File: src/rtl/cell_core_moore.sv
// Per-cell execution core: runs the broadcast instruction stream against a local register file,
// with a Moore-neighbourhood source map, predicated execution and an iterative shift-add multiplier.
module cell_core_moore #(
  parameter int unsigned X               = 0,
  parameter int unsigned Y               = 0,
  parameter int unsigned REGISTER_LENGTH = 8,
  parameter int unsigned NUM_REGS        = 8
) (
  input  logic                       clk,
  input  logic                       rst,
  input  logic [23:0]                instruction,
  input  logic                       instr_valid,
  output logic                       instr_ready,
  input  logic                       execution_enable,
  input  logic                       frame_start,
  input  logic [REGISTER_LENGTH-1:0] i_my,
  input  logic [REGISTER_LENGTH-1:0] i_n,
  input  logic [REGISTER_LENGTH-1:0] i_s,
  input  logic [REGISTER_LENGTH-1:0] i_w,
  input  logic [REGISTER_LENGTH-1:0] i_e,
  input  logic [REGISTER_LENGTH-1:0] i_nw,
  input  logic [REGISTER_LENGTH-1:0] i_ne,
  input  logic [REGISTER_LENGTH-1:0] i_sw,
  input  logic [REGISTER_LENGTH-1:0] i_se,
  output logic [REGISTER_LENGTH-1:0] next_state,
  output logic [REGISTER_LENGTH-1:0] next_video,
  output logic                       flag,
  output logic                       busy
);

  localparam int unsigned W     = REGISTER_LENGTH;
  localparam int unsigned CNT_W = $clog2(W);

  localparam logic [3:0] OP_ADD   = 4'd1;
  localparam logic [3:0] OP_SUB   = 4'd2;
  localparam logic [3:0] OP_AND   = 4'd3;
  localparam logic [3:0] OP_OR    = 4'd4;
  localparam logic [3:0] OP_XOR   = 4'd5;
  localparam logic [3:0] OP_LDI   = 4'd6;
  localparam logic [3:0] OP_SHL   = 4'd7;
  localparam logic [3:0] OP_SHR   = 4'd8;
  localparam logic [3:0] OP_CMPEQ = 4'd9;
  localparam logic [3:0] OP_CMPLT = 4'd10;
  localparam logic [3:0] OP_MUL   = 4'd11;
  localparam logic [3:0] OP_MIN   = 4'd12;
  localparam logic [3:0] OP_MAX   = 4'd13;
  localparam logic [3:0] OP_CNT   = 4'd14;

  localparam logic [4:0] SEL_VIDEO = 5'd27;
  localparam logic [4:0] SEL_STATE = 5'd28;

  typedef enum logic {ST_IDLE, ST_MUL} state_t;

  state_t            state;
  logic [W-1:0]      regs [NUM_REGS];
  logic [W-1:0]      src_tab [32];
  logic [W-1:0]      a, b;
  logic [3:0]        opcode;
  logic [1:0]        pred;
  logic [4:0]        target, src1, src2;
  logic              accept, pred_ok, exec;
  logic [3:0]        nbr_cnt;
  logic [W-1:0]      alu_res;
  logic              alu_wr, flag_wr, flag_val, mul_start;
  logic [W-1:0]      mul_mcand, mul_mplier, mul_acc, mul_acc_nxt;
  logic [CNT_W-1:0]  mul_cnt;
  logic [4:0]        mul_tgt;
  logic              mul_done;
  logic              wr_en;
  logic [4:0]        wr_tgt;
  logic [W-1:0]      wr_val;
  logic              unused_rsvd;

  assign opcode      = instruction[23:20];
  assign pred        = instruction[19:18];
  assign target      = instruction[14:10];
  assign src1        = instruction[9:5];
  assign src2        = instruction[4:0];
  assign unused_rsvd = ^instruction[17:15];

  // frame_start and reset both pre-empt instruction issue
  assign instr_ready = rst && !busy && !frame_start;
  assign accept      = instr_valid && instr_ready && execution_enable;

  always_comb begin : pred_eval
    pred_ok = 1'b0;
    case (pred)
      2'b00:   pred_ok = 1'b1;
      2'b01:   pred_ok = flag;
      2'b10:   pred_ok = !flag;
      default: pred_ok = 1'b0;
    endcase
  end

  assign exec = accept && pred_ok;

  // Operand source map; unpopulated codes read as zero
  always_comb begin : src_mux
    for (int unsigned i = 0; i < 32; i++) src_tab[i] = '0;
    src_tab[0] = i_my;
    for (int unsigned k = 0; k < NUM_REGS; k++) src_tab[k+1] = regs[k];
    src_tab[17] = W'(X);
    src_tab[18] = W'(Y);
    src_tab[19] = i_n;
    src_tab[20] = i_s;
    src_tab[21] = i_w;
    src_tab[22] = i_e;
    src_tab[23] = i_nw;
    src_tab[24] = i_ne;
    src_tab[25] = i_sw;
    src_tab[26] = i_se;
    src_tab[28] = next_state;
  end

  assign a = src_tab[src1];
  assign b = src_tab[src2];

  // At most 8 live neighbours, which always fits in W >= 4 bits
  assign nbr_cnt = 4'(i_n  != '0) + 4'(i_s  != '0) + 4'(i_w  != '0) + 4'(i_e  != '0)
                 + 4'(i_nw != '0) + 4'(i_ne != '0) + 4'(i_sw != '0) + 4'(i_se != '0);

  always_comb begin : alu
    alu_res   = '0;
    alu_wr    = 1'b0;
    flag_wr   = 1'b0;
    flag_val  = 1'b0;
    mul_start = 1'b0;
    if (exec) begin
      case (opcode)
        OP_ADD:   begin alu_res = a + b;  alu_wr = 1'b1; end
        OP_SUB:   begin alu_res = a - b;  alu_wr = 1'b1; end
        OP_AND:   begin alu_res = a & b;  alu_wr = 1'b1; end
        OP_OR:    begin alu_res = a | b;  alu_wr = 1'b1; end
        OP_XOR:   begin alu_res = a ^ b;  alu_wr = 1'b1; end
        OP_LDI:   begin alu_res = W'(instruction[9:0]); alu_wr = 1'b1; end
        OP_SHL:   begin alu_res = (32'(src2) >= W) ? '0 : (a << src2); alu_wr = 1'b1; end
        OP_SHR:   begin alu_res = (32'(src2) >= W) ? '0 : (a >> src2); alu_wr = 1'b1; end
        OP_CMPEQ: begin flag_wr = 1'b1; flag_val = (a == b); end
        OP_CMPLT: begin flag_wr = 1'b1; flag_val = (a < b); end
        OP_MUL:   mul_start = 1'b1;
        OP_MIN:   begin alu_res = (a < b) ? a : b; alu_wr = 1'b1; end
        OP_MAX:   begin alu_res = (a < b) ? b : a; alu_wr = 1'b1; end
        OP_CNT:   begin alu_res = W'(nbr_cnt); alu_wr = 1'b1; end
        default:  ;
      endcase
    end
  end

  // Shift-add multiplier: one multiplier bit per cycle, done on the W-th step
  assign mul_acc_nxt = mul_acc + (mul_mplier[0] ? mul_mcand : '0);
  assign mul_done    = (state == ST_MUL) && (mul_cnt == CNT_W'(W - 1));

  // Single write port shared by ALU results and multiplier completion (never concurrent)
  assign wr_en  = alu_wr || mul_done;
  assign wr_tgt = mul_done ? mul_tgt : target;
  assign wr_val = mul_done ? mul_acc_nxt : alu_res;

  always_ff @(posedge clk) begin
    if (!rst) begin
      for (int unsigned k = 0; k < NUM_REGS; k++) regs[k] <= '0;
      state      <= ST_IDLE;
      busy       <= 1'b0;
      flag       <= 1'b0;
      next_state <= '0;
      next_video <= '0;
      mul_mcand  <= '0;
      mul_mplier <= '0;
      mul_acc    <= '0;
      mul_cnt    <= '0;
      mul_tgt    <= '0;
    end else if (frame_start) begin
      next_state <= i_my;
      flag       <= 1'b0;
      busy       <= 1'b0;
      state      <= ST_IDLE;
    end else begin
      if (wr_en) begin
        for (int unsigned k = 0; k < NUM_REGS; k++)
          if (wr_tgt == 5'(k + 1)) regs[k] <= wr_val;
        if (wr_tgt == SEL_VIDEO) next_video <= wr_val;
        if (wr_tgt == SEL_STATE) next_state <= wr_val;
      end
      if (flag_wr) flag <= flag_val;
      if (state == ST_IDLE) begin
        if (mul_start) begin
          mul_mcand  <= a;
          mul_mplier <= b;
          mul_acc    <= '0;
          mul_cnt    <= '0;
          mul_tgt    <= target;
          busy       <= 1'b1;
          state      <= ST_MUL;
        end
      end else begin
        mul_acc    <= mul_acc_nxt;
        mul_mcand  <= mul_mcand << 1;
        mul_mplier <= mul_mplier >> 1;
        mul_cnt    <= mul_cnt + CNT_W'(1);
        if (mul_done) begin
          busy  <= 1'b0;
          state <= ST_IDLE;
        end
      end
    end
  end

endmodule
File: config.mk
export PLATFORM = sky130hd
export DESIGN_NAME = cell_core_moore
export DESIGN_NICKNAME = d
export VERILOG_FILES = /design/src/rtl/cell_core_moore.sv
export SDC_FILE = /design/constraint.sdc
export NUM_CORES = 1
export LEC_CHECK = 0
export ABC_AREA = 1
export ABC_CLOCK_PERIOD_IN_PS = 4600
export CAP_MARGIN = 5
export CORE_UTILIZATION = 62
export DETAILED_ROUTE_END_ITERATION = 12
export DONT_BUFFER_PORTS = 1
export GPL_TIMING_DRIVEN = 0
export PLACE_DENSITY = 0.78
export SYNTH_ARGS = -nofsm -noshare
export SYNTH_HDL_FRONTEND = slang
export SYNTH_SLANG_ARGS = --single-unit
export TNS_END_PERCENT = 100
File: constraint.sdc
create_clock -name clk -period 4.6 [get_ports clk]
set_input_delay 0 -clock clk [delete_from_list [all_inputs] [get_ports clk]]
set_output_delay 0 -clock clk [all_outputs]
set_load 0.005 [all_outputs]
# Word-level counts from Yosys, hierarchy flattened
# Memories as Yosys holds them, arrays and structs flattened.
# Cells that the tools add are included.
dict set report totals {
  word_cells 193
  register_bits 51
  ram_bits 64
  mem_count 1
}
# name words word_bits read_ports rd_ports_with_merged_regs write_ports line_no
set mem_list {}
lappend mem_list {regs 8 8 8 0 8 55} ;# logic [W-1:0] regs [NUM_REGS];
dict set report op_classes {
  n_reduce_logical 30
  addsub 11
  bitwise 16
  magnitude_cmp 4
  n_eq_ne 29
  n_shift 2
  mux 90
}
# operator n
set ops {}
lappend ops {{8-bit two-way mux} 28}
lappend ops {{8-bit case mux with 11 select lines} 1}
lappend ops {{8-bit binary-select mux with 5-bit select} 2}
lappend ops {{8-bit nonzero test} 8}
lappend ops {{1-bit two-way mux} 54}
lappend ops {{4-bit == test, second input constant} 7}
lappend ops {{5-bit by 3-bit == test with 1-bit output, second input constant} 4}
lappend ops {{4-bit by 1-bit adder with 4-bit output} 4}
lappend ops {{8-bit adder} 2}
lappend ops {{4-bit by 3-bit == test with 1-bit output, second input constant} 4}
lappend ops {{6-bit greater-or-equal comparator, second input constant} 2}
lappend ops {{5-bit inverter with 6-bit output} 2}
lappend ops {{11-bit OR reduction} 1}
lappend ops {{5-bit by 2-bit == test with 1-bit output, second input constant} 2}
lappend ops {{5-bit == test, second input constant} 2}
lappend ops {{8-bit AND} 1}
lappend ops {{4-bit by 2-bit == test with 1-bit output, second input constant} 2}
lappend ops {{8-bit == test} 1}
lappend ops {{8-bit < comparator} 1}
lappend ops {{1-bit OR} 8}
lappend ops {{8-bit OR} 1}
lappend ops {{8-bit by 5-bit << shifter with 8-bit output} 1}
lappend ops {{8-bit by 5-bit right shift with 8-bit output} 1}
lappend ops {{8-bit subtractor} 1}
lappend ops {{other kinds (26)} 42}

# Depth between registers and ports, before layout
# Gate-level depths: netlist (run 1).
dict set report depth {
  depth_word 14
  depth_mapped 33
  ltp_nobuf 32
}

# Least setup slack after synthesis (run 1)
# Ideal clock, no wire load.
dict set report synth_timing {
  path_kind {in2reg}
  startpoint {in i_s[3]}
  endpoint {mem regs[1][18] in the netlist's numbering, data pin}
  t_arrival_ns 3.784
  slack_ns 0.559
  path_buffers 0
  required_time_ns 4.343
  setup_ns 0.257
  stages 20
  cell_sequence {or4_1 > nor4_1 > fa_1 > inv_1 > fa_1 > fa_1 > ha_1 > fa_1 > xnor2_1 > o22ai_1 > nor3_1 > nand2_1 > nor2_1 > nand2_1 > inv_1 > nand2_1 > nand2_1 > nand2_2 > nand2_4 > inv_1}
}
# element line_no
set synth_lines {}
lappend synth_lines {{start, declared} 18} ;# input logic [REGISTER_LENGTH-1:0] i_s,
lappend synth_lines {{end, declared} 55}

==> flow_summary.ini, run 1 <==
[sta]
max_freq_mhz = 228
grt_setup_unrepaired = no
max-slew-margin-rel = 0.136
skew_ns = 0.00710
drv_slew = 0
worstMarginPinSlew_ns = 1.28
fin_crit_ns = 4.38
setup_viol = 0
finalHoldViolCount = 0
post-route-period-util = 0.952
fin_tns_setup_ns = 0

[critical_path]
cpLargestDelayFamily = simple AND/OR/NAND/NOR gates
rr_worst_depth = 27
cp.arrival_ns = 4.54
cp-end-kind = register
cp_max_fo = 10
max_stage_delay_ns = 0.47
r2r_setup_slack_ns = 0.22
critPathBufInv = 6
crit_type = reg2reg
critPathSlowestCell = fa_1
start_kind = register
timing.rr.end = regs[1][28]
required_ns = 4.76
r2r-start = regs[0][24]
cpMostUsedCell = nand3_1

[drt]
via_per_inst = 6.21
firstDrtPassIters = 6
num_vias = 11812
antenna_left = 0
drt-total-wl_mm = 39.4
drcViolationCount = 0
drt-initial-drc-count = 1782
wire_per_inst_um = 20.7

[clock_tree]
clk_path_buf_depth = 2
clk_pin_slew_ns = 0.06
post_cts_buffers = 0
cts.sinks = 115
htreeDepth = 4
root_buffer = clkbuf_16
cts_buffers = 17
clk-insertion-delay-late_ns = 0.42
cts_tree = done

[global_route]
grt_pass1_vias = 10694
track_usage = 0.466
grt_pass1_wl_mm = 58.4
antenna_found_initial = 1
grt_max_degree = 17
grt-ovfl-total = 0

[synthesis]
syn_inst = 1638
synth.most_common_cell = nand2_1
yosysUniqueCellTypes = 52
synth-seq-area-share = 0.285
synth.cells.most_frequent = nand2_1, inv_1, nand3_1
synthArstFlopShare = 0
synth.largest_area_cell = nand2_1
synth_top_area_share = 0.216
yosys-top-cells-area = nand2_1, edfxtp_1, dfxtp_1, nand3_1, inv_1
yosysWarningCount = 0
synth_area_um2 = 10300
synth-main-ff-cell = edfxtp_1
synth-edff-count = 64
syn_nets = 1782
ys_seq_elements = 115
synth.avg_cell_area_um2 = 6.30

[pwr]
clkPwrFrac = 0.420
cellPowerDensity_nw_per_um2 = 285
p_sw_mw = 1.05
netSwitchingFraction = 0.324
ir_worst_vdd_uv = 351
power.internal_mw = 2.19
seqPwrFrac = 0.350
power.total_mw = 3.23
p_comb_frac = 0.230
cellLeakagePower_nw = 5.28

[floorplanning]
die_x_um = 131
fp.dieH_um = 131
die-area_um2 = 17200
fp-row-count = 46
start_util = 0.643
io-pin-count = 120
core_area_um2 = 16100

[hold_path]
holdPathStages = 4
hp-class = in2reg
min_to = flag
hp-start = execution_enable

[status]
status = finished, final reports clean

[cells_and_area]
syn_to_final_growth_pct = 10.0
nets = 1815
drive_above_1_share = 0.0998
stdcell_count = 1901

[placement]
portBuffers = 0
dp_hpwl_mm = 29.3
placed_cells_incl_taps = 1854
gp_congestion = 1.07

[flow_run]
cap_violations = 0
## worst register-to-register path, stage by stage (launching register included)
cell	delay, ns
edfxtp_1	0.44
inv_1	0.11
a21oi_1	0.07
o21ai_0	0.10
nand4_1	0.13
nand3_1	0.13
nand3_1	0.10
nand2_2	0.19
inv_1	0.10
ha_1	0.25
fa_1	0.47
nor2_1	0.13
nor2_1	0.05
nor2_1	0.09
nor2_1	0.08
inv_1	0.11
a21oi_4	0.11
inv_2	0.15
buf_2	0.24
nand3_1	0.12
nand3_1	0.10
nand3_1	0.11
nor2_1	0.18
nand3_1	0.11
nand2_1	0.10
nand2_2	0.11
nand2_4	0.16
inv_1	0.09
## how the worst max path moves through the flow
stage,startpoint,cells past startpoint,slack (ns),end
after global placement,i_s[3],20,-0.18,regs[1][26]
after CTS,regs[0][24],27,0.22,regs[1][28]
final,regs[0][24],27,0.22,regs[1][28]
after detailed placement,i_s[3],20,-0.16,regs[1][26]
after floorplan,i_s[3],20,0.56,regs[1][18]
after global routing,regs[0][24],30,0.005,regs[1][19]
## metal layers
layer | GRT usage | vias up | share of wire
li1 | - | 5421 | -
met3 | 0.185 | 190 | 0.16
met4 | 0.291 | 0 | 0.058
met1 | 0.583 | 5279 | 0.37
met2 | 0.669 | 922 | 0.41
met5 | 0 | - | 0
## cell usage in the layout, fill, tap and decap left out, drive strengths merged, types with 2 or more instances in the layout
cell type    Yosys  layout
a211oi           3       3
a21o             2       2
a21oi           87      87
a221oi           2       2
a22oi           26      26
a31oi            4       4
buf             49      49
bufinv           0       3
clkbuf          21      39
clkinv           2       7
clkinvlp         0       4
dfxtp           51      51
dlygate4sd3      0      14
edfxtp          64      64
fa               7       7
ha              36      36
inv            186     188
nand2          633     633
nand3          147     147
nand4           30      30
nor2           143     143
nor3            17      17
nor4            14      14
o2111ai          3       3
o211ai          32      32
o21ai           49      49
o21bai           2       2
o22ai            8       8
or2              5       5
xnor2            5       5
xor2             3       3
## state kept, by name (all words and copies together), names as in the netlist, 3 cells and up
signal,count
mul_cnt,3
mul_mplier,8
mul_tgt,5
mul_mcand,8
regs,64
next_video,8
next_state,8
mul_acc,8
## metrics by stage
step / utilization / worst slack [ns] / hold WS (ns) / cell area [µm²]
6_report: 0.707 / 0.222 / 0.0206 / 11400
5_1_grt: 0.707 / 0.00515 / 0.0781 / 11400
4_1_cts: 0.706 / 0.218 / 0.0233 / 11300
3_5_place_dp: 0.660 / -0.162 / 0.143 / 10600
3_3_place_gp: 0.660 / -0.181 / 0.139 / 10600
2_1_floorplan: - / 0.559 / 0.135 / 10300
## layout make-up
class	count	area, µm²
Timing Repair Buffer	14	140
Inverter	188	711
Sequential cell	115	2940
Antenna cell	1	2.50
Tap cell	216	270
Buffer	70	367
Clock inverter	14	181
Fill cell	1402	4700
Multi-Input combinational cell	1265	6320
Clock buffer	18	429
## power groups by stage
stage / combinational (mW) / sequential, mW / clock [mW]
after floorplan: 0.514 / 1.14 / 0
after global routing: 0.809 / 1.13 / 1.39
after detailed placement: 0.695 / 1.15 / 0
after CTS: 0.712 / 1.13 / 1.35
after global placement: 0.687 / 1.15 / 0
final: 0.745 / 1.13 / 1.36
## kinds of logic (layout without fill, tap and decap cells)
logic type / Yosys count / count (layout) / share of synthesized area
buffers and inverters: 258 / 304 / 0.104
AO/OA/AOI/OAI: 222 / 222 / 0.130
XOR/XNOR: 8 / 8 / 0.00679
AND/OR/NAND/NOR: 992 / 992 / 0.416
adder cells (fa/ha/maj): 43 / 43 / 0.0572
flip-flops: 115 / 115 / 0.285
other: 0 / 1 / 0
## what timing repair did
action                                 in CTS  in global routing
setup endpoints to repair                   0                 46
hold buffers                               14                  0
resized for setup                           0                  3
endpoints found under the hold margin      23                  0
No activity file was read; power rests on OpenSTA's default activity.
==> run 2, diff against run 1 <==
ABC_CLOCK_PERIOD_IN_PS = 5000   (was 4600)
clock period = 5 ns   (was 4.6 ns; I/O delays follow)
==> flow_summary.ini, run 2 (same netlist as run 1, synthesis figures left out) <==
[global_route]
track_usage = 0.466
grt_pass1_wl_mm = 58.4
antenna_found_initial = 1
grt_pass1_vias = 10694
grt_max_degree = 17
grt-ovfl-total = 0

[sta]
fin_ws_ns = 0.427
post-route-period-util = 0.915
drv_slew = 0
fin_tns_setup_ns = 0
max_freq_mhz = 219
max-slew-margin-rel = 0.145
skew_ns = 0.00934
worstMarginPinSlew_ns = 1.27
fin_crit_ns = 4.57
grt_setup_unrepaired = no
finalHoldViolCount = 0
setup_viol = 0

[floorplanning]
io-pin-count = 120
core_area_um2 = 16100
die_x_um = 131
fp-row-count = 46
die-area_um2 = 17200
start_util = 0.643
fp.dieH_um = 131

[critical_path]
r2r_setup_slack_ns = 0.43
critPathSlowestCell = fa_1
max_stage_delay_ns = 0.47
rr_worst_depth = 27
cp_max_fo = 10
crit_type = reg2reg
cp.arrival_ns = 4.73
cpMostUsedCell = nand3_1
timing.rr.end = regs[1][28]
cp-end-kind = register
required_ns = 5.15
r2r-start = regs[0][24]
start_kind = register

[drt]
drt-initial-drc-count = 1831
antenna_left = 0
firstDrtPassIters = 8
drt-total-wl_mm = 39.3
num_vias = 11813
drcViolationCount = 0
via_per_inst = 6.21
wire_per_inst_um = 20.7

[placement]
portBuffers = 0
dp_hpwl_mm = 29.3
post-place-ws_ns = 0.238
gp_congestion = 1.07

[flow_run]
cap_violations = 0

[cells_and_area]
fill_cells = 1406
largest-register = regs
layout_common_cells = nand2_1, inv_1, nand3_1
drive_above_1_share = 0.0986
utilization = 0.707
layout_commonest_cell = nand2_1
nets = 1815
largest_register_ffs = 64
syn_to_final_growth_pct = 9.92

[clock_tree]
root_buffer = clkbuf_16
cts.sinks = 115
ctsResizeCount = 0
htreeDepth = 4
cts_buffers = 17
clk_path_buf_depth = 2
clk-insertion-delay-late_ns = 0.42
clk_pin_slew_ns = 0.06
cts_tree = done
post_cts_buffers = 0

[hold_path]
holdPathStages = 4
hp-start = execution_enable
hp-class = in2reg
min_to = flag

[pwr]
power.total_mw = 2.98
ir_worst_vdd_uv = 323
cellPowerDensity_nw_per_um2 = 262
cellLeakagePower_nw = 5.27

[status]
status = finished, final reports clean
-- run 2: cell counts in the layout (fill, tap and decap cells not counted) --
Identical to the previous run, type by type.
-- run 2: metal layers --
| metal | track usage | routed length, µm | vias to the layer above |
|---|---|---|---|
| li1 | - | - | 5418 |
| met1 | 0.583 | 14600 | 5235 |
| met2 | 0.669 | 16300 | 971 |
| met3 | 0.185 | 6180 | 189 |
| met4 | 0.291 | 2230 | 0 |
| met5 | 0 | 0 | - |
-- run 2: worst max-delay path: cells and delay by family (launching register included) --
family                     cells  cell delay (ns)
and+or+nand+nor               16             1.99
buffers and inverters          6             0.84
adders and majority gates      2             0.73
DFF                            1             0.44
AOI/OAI and AO/OA              3             0.28
-- run 2: what timing repair did --
action / CTS / global route
hold endpoints to repair: 23 / 0
endpoints found under the setup margin: 0 / 0
hold buffers: 14 / 0
-- run 2: worst max-delay path by stage --
stage | from | endpoint | slack (ns) | cells after the start
2_1_floorplan | i_s[3] | regs[1][18] | 0.96 | 20
3_3_place_gp | i_s[3] | regs[1][26] | 0.22 | 20
3_5_place_dp | i_s[3] | regs[1][26] | 0.24 | 20
4_1_cts | regs[0][24] | regs[1][28] | 0.62 | 27
5_1_grt | i_s[3] | regs[1][18] | 0.24 | 20
6_report | regs[0][24] | regs[1][28] | 0.43 | 27
-- run 2: area by class of cell --
| class | instances | area, µm² | share of cell area |
|---|---|---|---|
| Buffer | 70 | 367 | 0.0323 |
| Multi-Input combinational cell | 1265 | 6300 | 0.555 |
| Inverter | 188 | 711 | 0.0626 |
| Antenna cell | 1 | 2.50 | 0.000221 |
| Timing Repair Buffer | 14 | 140 | 0.0124 |
| Sequential cell | 115 | 2940 | 0.259 |
| Clock inverter | 14 | 181 | 0.0160 |
| Tap cell | 216 | 270 | 0.0238 |
| Clock buffer | 18 | 429 | 0.0378 |
-- run 2: stage by stage --
step           hold slack, ns  instance area (µm²)  std cells
2_1_floorplan           0.135                10300       1638
3_3_place_gp            0.139                10600       1854
3_5_place_dp            0.143                10600       1854
4_1_cts                0.0233                11300       1900
5_1_grt                0.0781                11300       1901
6_report               0.0228                11300       1901
-- run 2: report_power, final --
group          total (mW)  internal [mW]  leakage, nW  switching, mW
logic               0.686          0.206         3.91          0.480
registers            1.04           1.02         1.08         0.0230
clock network        1.25          0.789        0.283          0.461
total                2.98           2.01         5.27          0.964
